File: src/rtl/mem_arbiter.sv
// Single-port memory arbiter between the CPU MEM stage and a DMA engine, with DMA starvation guard and burst lock.
// Define MEM_ARB_ROUND_ROBIN_EN to alternate grants on CPU/DMA contention instead of fixed CPU priority.
module mem_arbiter #(
    parameter int STARVE_LIMIT = 8
) (
    input  logic        clk,
    input  logic        reset,
    input  logic        cpu_rd,
    input  logic        cpu_wr,
    input  logic [31:0] cpu_addr,
    input  logic [31:0] cpu_wdata,
    output logic        cpu_stall,
    input  logic        dma_req,
    input  logic        dma_wr,
    input  logic        dma_lock,
    input  logic [31:0] dma_addr,
    input  logic [31:0] dma_wdata,
    output logic        dma_gnt,
    output logic [31:0] dma_rdata,
    output logic        dma_valid,
    output logic        mem_rd,
    output logic        mem_wr,
    output logic [31:0] mem_addr,
    output logic [31:0] mem_wdata,
    input  logic [31:0] mem_rdata
);
    localparam logic [3:0] LIMIT = 4'(STARVE_LIMIT);

    typedef enum logic [1:0] { IDLE, CPU_OWN, DMA_LOCK } state_t;

    state_t     state;
    state_t     state_next;
    logic [3:0] wait_cnt;
    logic [3:0] wait_cnt_next;
    logic       cpu_act;
    logic       dma_starved;
    logic       burst_held;
    logic       cpu_win;
    logic       dma_win;
    logic       rd_issue;

    assign cpu_act     = cpu_rd | cpu_wr;
    // Starvation only matters while DMA is actually asking; a withdrawn request must not block the CPU.
    assign dma_starved = dma_req & (wait_cnt >= LIMIT);
    assign burst_held  = (state == DMA_LOCK) & dma_req & dma_lock;

`ifdef MEM_ARB_ROUND_ROBIN_EN
    logic last_cpu;
    logic contend;

    assign contend = cpu_act & dma_req & ~dma_starved;
`endif

    always_comb begin
        cpu_win = 1'b0;
        dma_win = 1'b0;
        if (!reset) begin
            if (burst_held) begin
                dma_win = 1'b1;
            end
`ifdef MEM_ARB_ROUND_ROBIN_EN
            else if (contend) begin
                dma_win = last_cpu;
                cpu_win = ~last_cpu;
            end
`endif
            else if (cpu_act && !dma_starved) begin
                cpu_win = 1'b1;
            end else if (dma_req) begin
                dma_win = 1'b1;
            end
        end
    end

    always_comb begin
        mem_rd    = 1'b0;
        mem_wr    = 1'b0;
        mem_addr  = 32'h0;
        mem_wdata = 32'h0;
        if (dma_win) begin
            mem_rd    = ~dma_wr;
            mem_wr    = dma_wr;
            mem_addr  = dma_addr;
            mem_wdata = dma_wdata;
        end else if (cpu_win) begin
            // Simultaneous rd and wr from the CPU resolves to a write.
            mem_rd    = cpu_rd & ~cpu_wr;
            mem_wr    = cpu_wr;
            mem_addr  = cpu_addr;
            mem_wdata = cpu_wdata;
        end
    end

    assign cpu_stall = cpu_act & ~cpu_win & ~reset;
    assign dma_gnt   = dma_req & dma_win;
    assign rd_issue  = dma_gnt & ~dma_wr;

    always_comb begin
        wait_cnt_next = wait_cnt;
        if (dma_gnt) begin
            wait_cnt_next = 4'd0;
        end else if (dma_req && (wait_cnt < LIMIT)) begin
            wait_cnt_next = wait_cnt + 4'd1;
        end
    end

    always_comb begin
        state_next = IDLE;
        if (dma_gnt && dma_lock) begin
            state_next = DMA_LOCK;
        end else if (cpu_win) begin
            state_next = CPU_OWN;
        end
    end

    always_ff @(posedge clk) begin
        if (reset) begin
            state <= IDLE;
        end else begin
            state <= state_next;
        end
    end

    // Read data returns one cycle after the granted DMA read; dma_rdata holds between reads.
    always_ff @(posedge clk) begin
        if (reset) begin
            wait_cnt  <= 4'd0;
            dma_valid <= 1'b0;
            dma_rdata <= 32'h0;
        end else begin
            wait_cnt  <= wait_cnt_next;
            dma_valid <= rd_issue;
            if (rd_issue) begin
                dma_rdata <= mem_rdata;
            end
        end
    end

`ifdef MEM_ARB_ROUND_ROBIN_EN
    always_ff @(posedge clk) begin
        if (reset) begin
            last_cpu <= 1'b1;
        end else if (cpu_win) begin
            last_cpu <= 1'b1;
        end else if (dma_win) begin
            last_cpu <= 1'b0;
        end
    end
`endif

endmodule

File: config.mk
export PLATFORM = sky130hd
export DESIGN_NAME = mem_arbiter
export DESIGN_NICKNAME = d
export VERILOG_FILES = /design/src/rtl/mem_arbiter.sv
export SDC_FILE = /design/constraint.sdc
export NUM_CORES = 1
export LEC_CHECK = 0
export CORE_AREA = 2 2 103 105
export DETAILED_ROUTE_END_ITERATION = 10
export DIE_AREA = 0 0 105 107
export PLACE_DENSITY = 0.84
export SYNTH_ARGS = -nofsm -noshare
export SYNTH_HDL_FRONTEND = slang
export SYNTH_SLANG_ARGS = --single-unit
export TNS_END_PERCENT = 50
File: constraint.sdc
create_clock -name clk -period 2.2 [get_ports clk]
set_input_delay 0.55 -clock clk [delete_from_list [all_inputs] [get_ports clk]]
set_output_delay 0.55 -clock clk [all_outputs]
set_load 0.005 [all_outputs]
==> flow_summary.html <==
<table>
<tr><th>Metric</th><th>Value</th></tr>
<tr><th colspan="2">STA</th></tr>
<tr><td>Fin worst setup slack</td><td>-0.276 ns</td></tr>
<tr><td>Fin. max-slew vios</td><td>0</td></tr>
<tr><td>Part of the cycle the worst path needs</td><td>1.13</td></tr>
<tr><td>Number of hold violations in the final report</td><td>0</td></tr>
<tr><td>Max Clk Rate</td><td>roughly 400 MHz</td></tr>
<tr><td>Pin slew with the least headroom to its limit</td><td>0.534 ns</td></tr>
<tr><td>Post-Route Skew</td><td>0.00915 ns</td></tr>
<tr><td>Unrepaired setup endpoints after global routing</td><td>true</td></tr>
<tr><td>Post-route minimum period</td><td>2.48 ns</td></tr>
<tr><td>Number of setup violations in the final report</td><td>66</td></tr>
<tr><td>Headroom to the max-slew limit</td><td>0.644</td></tr>
<tr><th colspan="2">Global routing</th></tr>
<tr><td>Congestion Overflow GR</td><td>0</td></tr>
<tr><td>Number of global-route vias before repair</td><td>between 5k and 6k</td></tr>
<tr><td>Maximum number of pins on one net before global-route repair</td><td>45</td></tr>
<tr><td>Number of antenna violations at the first check in global routing</td><td>0</td></tr>
<tr><td>Gr usage total</td><td>0.333</td></tr>
<tr><td>First-pass GRT wire length</td><td>29300 um</td></tr>
<tr><th colspan="2">Synthesis</th></tr>
<tr><td>Number of storage elements in the synthesis netlist</td><td>39</td></tr>
<tr><td>Predominant post-synthesis flop cell</td><td>dfxtp_1</td></tr>
<tr><td>Distinct cell type count of the synthesized netlist</td><td>29</td></tr>
<tr><td>FFs w/ async S/R, synth</td><td>0</td></tr>
<tr><td>Synthesized netlist cell count</td><td>421</td></tr>
<tr><td>Number of nets produced by synthesis</td><td>590</td></tr>
<tr><td>EDFF count, synth</td><td>0</td></tr>
<tr><td>Register area share after synthesis</td><td>0.240</td></tr>
<tr><td>Mean Syn Cell Area</td><td>7.72 um2</td></tr>
<tr><td>Warnings from Yosys</td><td>0</td></tr>
<tr><td>Syn Std Cell Area</td><td>3250 um2</td></tr>
<tr><th colspan="2">Setup path</th></tr>
<tr><td>Capture point of the critical path</td><td>mem_wdata[26]</td></tr>
<tr><td>Start-to-end type of the worst setup path</td><td>in -&gt; out</td></tr>
<tr><td>Worst R2R Setup Slack</td><td>about 0.25 ns</td></tr>
<tr><td>Worst EP required</td><td>1.65 ns</td></tr>
<tr><td>Kind of capture point of the worst setup path</td><td>output pin</td></tr>
<tr><td>Sequence of cells on the critical path</td><td>buf_8, buf_6, nor2_4, buf_12, buf_4, buf_12, o311ai_2, a21oi_1, buf_2</td></tr>
<tr><td>Crit Reg-Reg Endpoint</td><td>dma_rdata[8]</td></tr>
<tr><td>Crit Reg-Reg Startpoint</td><td>wait_cnt[3]</td></tr>
<tr><td>Arrival time at the worst endpoint</td><td>1.93 ns</td></tr>
<tr><td>Peak per-stage delay on the critical path</td><td>about 0.27 ns</td></tr>
<tr><td>Kind of start point of the critical path</td><td>input pin</td></tr>
<tr><td>Maximum fanout encountered on the critical timing path</td><td>6</td></tr>
<tr><td>Number of stages on the worst setup path</td><td>9</td></tr>
<tr><td>Worst path most repeated cell</td><td>buf_12</td></tr>
<tr><td>Cell with the largest stage delay on the worst path</td><td>a21oi_1</td></tr>
<tr><td>Register-to-Register Path Depth</td><td>7</td></tr>
<tr><td>Family with the most delay on the worst path</td><td>buffers and inverters</td></tr>
<tr><td>Critical path buffers and inverters</td><td>6</td></tr>
<tr><td>Setup crit start</td><td>cpu_wr</td></tr>
<tr><th colspan="2">Route</th></tr>
<tr><td>DRT antenna net count</td><td>0</td></tr>
<tr><td>WL met3</td><td>around 2100 um</td></tr>
<tr><td>1st-iter DRT viols</td><td>512</td></tr>
<tr><td>Total number of vias</td><td>5245</td></tr>
<tr><td>Total met2 wirelength after detailed routing</td><td>10400 um</td></tr>
<tr><td>Number of vias per cell</td><td>6.09</td></tr>
<tr><td>Top Metal Used</td><td>met4</td></tr>
<tr><td>Number of iterations in the first detailed-routing pass</td><td>8</td></tr>
<tr><td>Total routed wirelength</td><td>21400 um</td></tr>
<tr><td>Length of routed wiring on met1</td><td>7600 um</td></tr>
<tr><td>Post-DR wirelength/cell</td><td>24.9 um</td></tr>
<tr><td># DRC</td><td>0</td></tr>
<tr><th colspan="2">Final layout</th></tr>
<tr><td>Area growth syn-to-layout</td><td>153%</td></tr>
<tr><td>Fraction of layout cells with a size suffix above 1</td><td>0.388</td></tr>
<tr><td>Design area</td><td>8230 um2</td></tr>
<tr><td>Sequential cell area in the final layout</td><td>slightly below 800 um2</td></tr>
<tr><td>Fill cell count</td><td>575</td></tr>
<tr><td>Number of diodes added for antenna fixing</td><td>0</td></tr>
<tr><td>Non-Filler Instances</td><td>861</td></tr>
<tr><td>Multi-input logic area</td><td>~3300 um2</td></tr>
<tr><td>Nets</td><td>between 800 and 900</td></tr>
<tr><td>Leading cell type in the layout, fill and taps excluded</td><td>clkdlybuf4s50_1</td></tr>
<tr><td>Most frequent cells in the layout</td><td>clkdlybuf4s50_1, buf_2, nand2b_1, nand3_1, o311ai_4</td></tr>
<tr><td>Final standard cell utilization of the core</td><td>0.816</td></tr>
<tr><th colspan="2">Floorplan</th></tr>
<tr><td>Floorplan die height</td><td>roughly 110 um</td></tr>
<tr><td>Horiz. Die Dim</td><td>105 um</td></tr>
<tr><td>Initial core utilization</td><td>0.322</td></tr>
<tr><td>Number of ports placed on the die boundary</td><td>268</td></tr>
<tr><td>Full die area</td><td>11200 um2</td></tr>
<tr><td>Core Footprint</td><td>10100 um2</td></tr>
<tr><td>Site row count</td><td>37</td></tr>
<tr><th colspan="2">Pwr</th></tr>
<tr><td>Comb power frac</td><td>0.486</td></tr>
<tr><td>Net Switching</td><td>0.757 mW</td></tr>
<tr><td>Worst voltage drop across the vdd grid</td><td>0.235 mV</td></tr>
<tr><td>Share of total power in sequential cells</td><td>0.311</td></tr>
<tr><td>Power after layout</td><td>2.36 mW</td></tr>
<tr><td>Switching share of power</td><td>0.321</td></tr>
<tr><td>Internal power summed over all cells</td><td>1.60 mW</td></tr>
<tr><td>Power density cells</td><td>287 nW/um2</td></tr>
<tr><td>Static power due to leakage</td><td>2.94 nW</td></tr>
<tr><td>Clock network fraction of total power</td><td>0.203</td></tr>
<tr><th colspan="2">Clocking</th></tr>
<tr><td>H-Tree Level Count</td><td>2</td></tr>
<tr><td>CTS tree</td><td>done</td></tr>
<tr><td>CTS buffer count</td><td>5</td></tr>
<tr><td>Max clock buf depth</td><td>2</td></tr>
<tr><td>Clock root buffer</td><td>clkbuf_8</td></tr>
<tr><td>Clock insertion delay at the later pin of the skew report</td><td>approximately 0.29 ns</td></tr>
<tr><td>Post-CTS clock slew at the launch and capture registers of the worst setup and hold paths</td><td>about 0.070 ns</td></tr>
<tr><td>Clock sink total</td><td>39</td></tr>
<tr><th colspan="2">Placement</th></tr>
<tr><td>Total of buffers placed on input and output ports</td><td>around 270</td></tr>
<tr><td>Cell total after placement</td><td>790</td></tr>
<tr><td>Worst slack at placement</td><td>-0.909 ns</td></tr>
<tr><td>Half-perimeter wire length after detailed placement</td><td>10400 um</td></tr>
<tr><td>Total cell area at the placement stage</td><td>6140 um2</td></tr>
<tr><td>Routability Congestion</td><td>0.856</td></tr>
<tr><th colspan="2">Status</th></tr>
<tr><td>Run status</td><td>finished with violations</td></tr>
<tr><td>Failing checks</td><td>negative setup slack</td></tr>
<tr><th colspan="2">Hold path</th></tr>
<tr><td>Hold Crit Class</td><td>reg -&gt; reg</td></tr>
<tr><th colspan="2">Job</th></tr>
<tr><td>Maxcap violations</td><td>0</td></tr>
</table>
[synthesized netlist by cell type, types with 3 or more instances]
master	n	area [um2]
dfxtp_1	39	781
a211oi_1	3	22.5
nand2b_1	64	400
o311ai_1	65	569
nand3_1	65	325
a21oi_1	65	325
mux2i_1	33	330
buf_6	3	33.8
buf_2	15	75.1
clkbuf_1	42	158
nor2_1	3	11.3
[cells by family after synthesis]
kind of cell / after synthesis / share of synthesized area
adders and majority gates: 2 / 0.00770
DFF: 39 / 0.240
and+or+nand+nor: 144 / 0.255
AOI/OAI and AO/OA: 138 / 0.305
muxes: 33 / 0.102
xor gates and xnor gates: 1 / 0.00270
buffers and inverters: 64 / 0.0878
[worst min path at each step]
| stage | from | endpoint | slack, ns | depth (start not counted) |
|---|---|---|---|---|
| 2_1_floorplan | dma_rdata[10] | dma_rdata[10] | 0.46 | 2 |
| 5_1_grt | dma_rdata[5] | dma_rdata[5] | 0.49 | 2 |
| 4_1_cts | dma_rdata[5] | dma_rdata[5] | 0.48 | 2 |
| 3_5_place_dp | dma_rdata[17] | dma_rdata[17] | 0.47 | 2 |
| 3_3_place_gp | dma_rdata[8] | dma_rdata[8] | 0.46 | 2 |
| 6_report | dma_rdata[5] | dma_rdata[5] | 0.47 | 2 |
[sequential cells by signal (all words and copies together) (netlist names)]
register,flops
dma_valid,1
wait_cnt,4
dma_rdata,32
state,2
[cell type report]
type	instances	share of cell area
well taps	136	0.0207
clock inverters	2	0.00152
clock buffers	6	0.00882
flip-flops and latches	39	0.0953
repair buffers	357	0.469
inverters	3	0.00167
multi-input cells	318	0.403
[worst min-delay path: cells and delay by family (launching register included)]
kind | cells | cell delay (ns)
simple gates | 1 | 0.06
mux | 1 | 0.06
flops | 1 | 0.31
[power by group through the flow]
stage	sequential (mW)	combinational [mW]	clock, mW
after floorplan	0.749	0.264	0
after global placement	0.748	0.807	0
after detailed placement	0.750	0.821	0
after CTS	0.733	1.04	0.487
after global routing	0.736	1.19	0.515
final	0.734	1.15	0.479
[per-stage QoR]
| step | TNS, ns | hold WS [ns] |
|---|---|---|
| 3_5_place_dp | -64.53 | 0.466 |
| 4_1_cts | -4.64 | 0.480 |
| 6_report | -7.70 | 0.472 |
| 5_1_grt | -9.49 | 0.492 |
| 2_1_floorplan | 0 | 0.465 |
| 3_3_place_gp | -61.83 | 0.458 |
[per-layer routing]
layer  global-route usage  vias to the layer above
met3               0.0924                      125
met5                    0                        -
met2                0.569                      435
met1                0.379                     2455
li1                     -                     2230
met4                0.170                        0
[what timing repair did]
item / 4_1_cts / 5_1_grt
pin swaps: 114 / 21
cloned: 18 / 1
hold buffers: 0 / 0
hold endpoints to repair: 0 / 0
gates resized for setup: 466 / 43
endpoints found under the setup margin: 97 / 65
setup buffers: 35 / 10
Note: power is estimated with default switching activity, not from simulation.
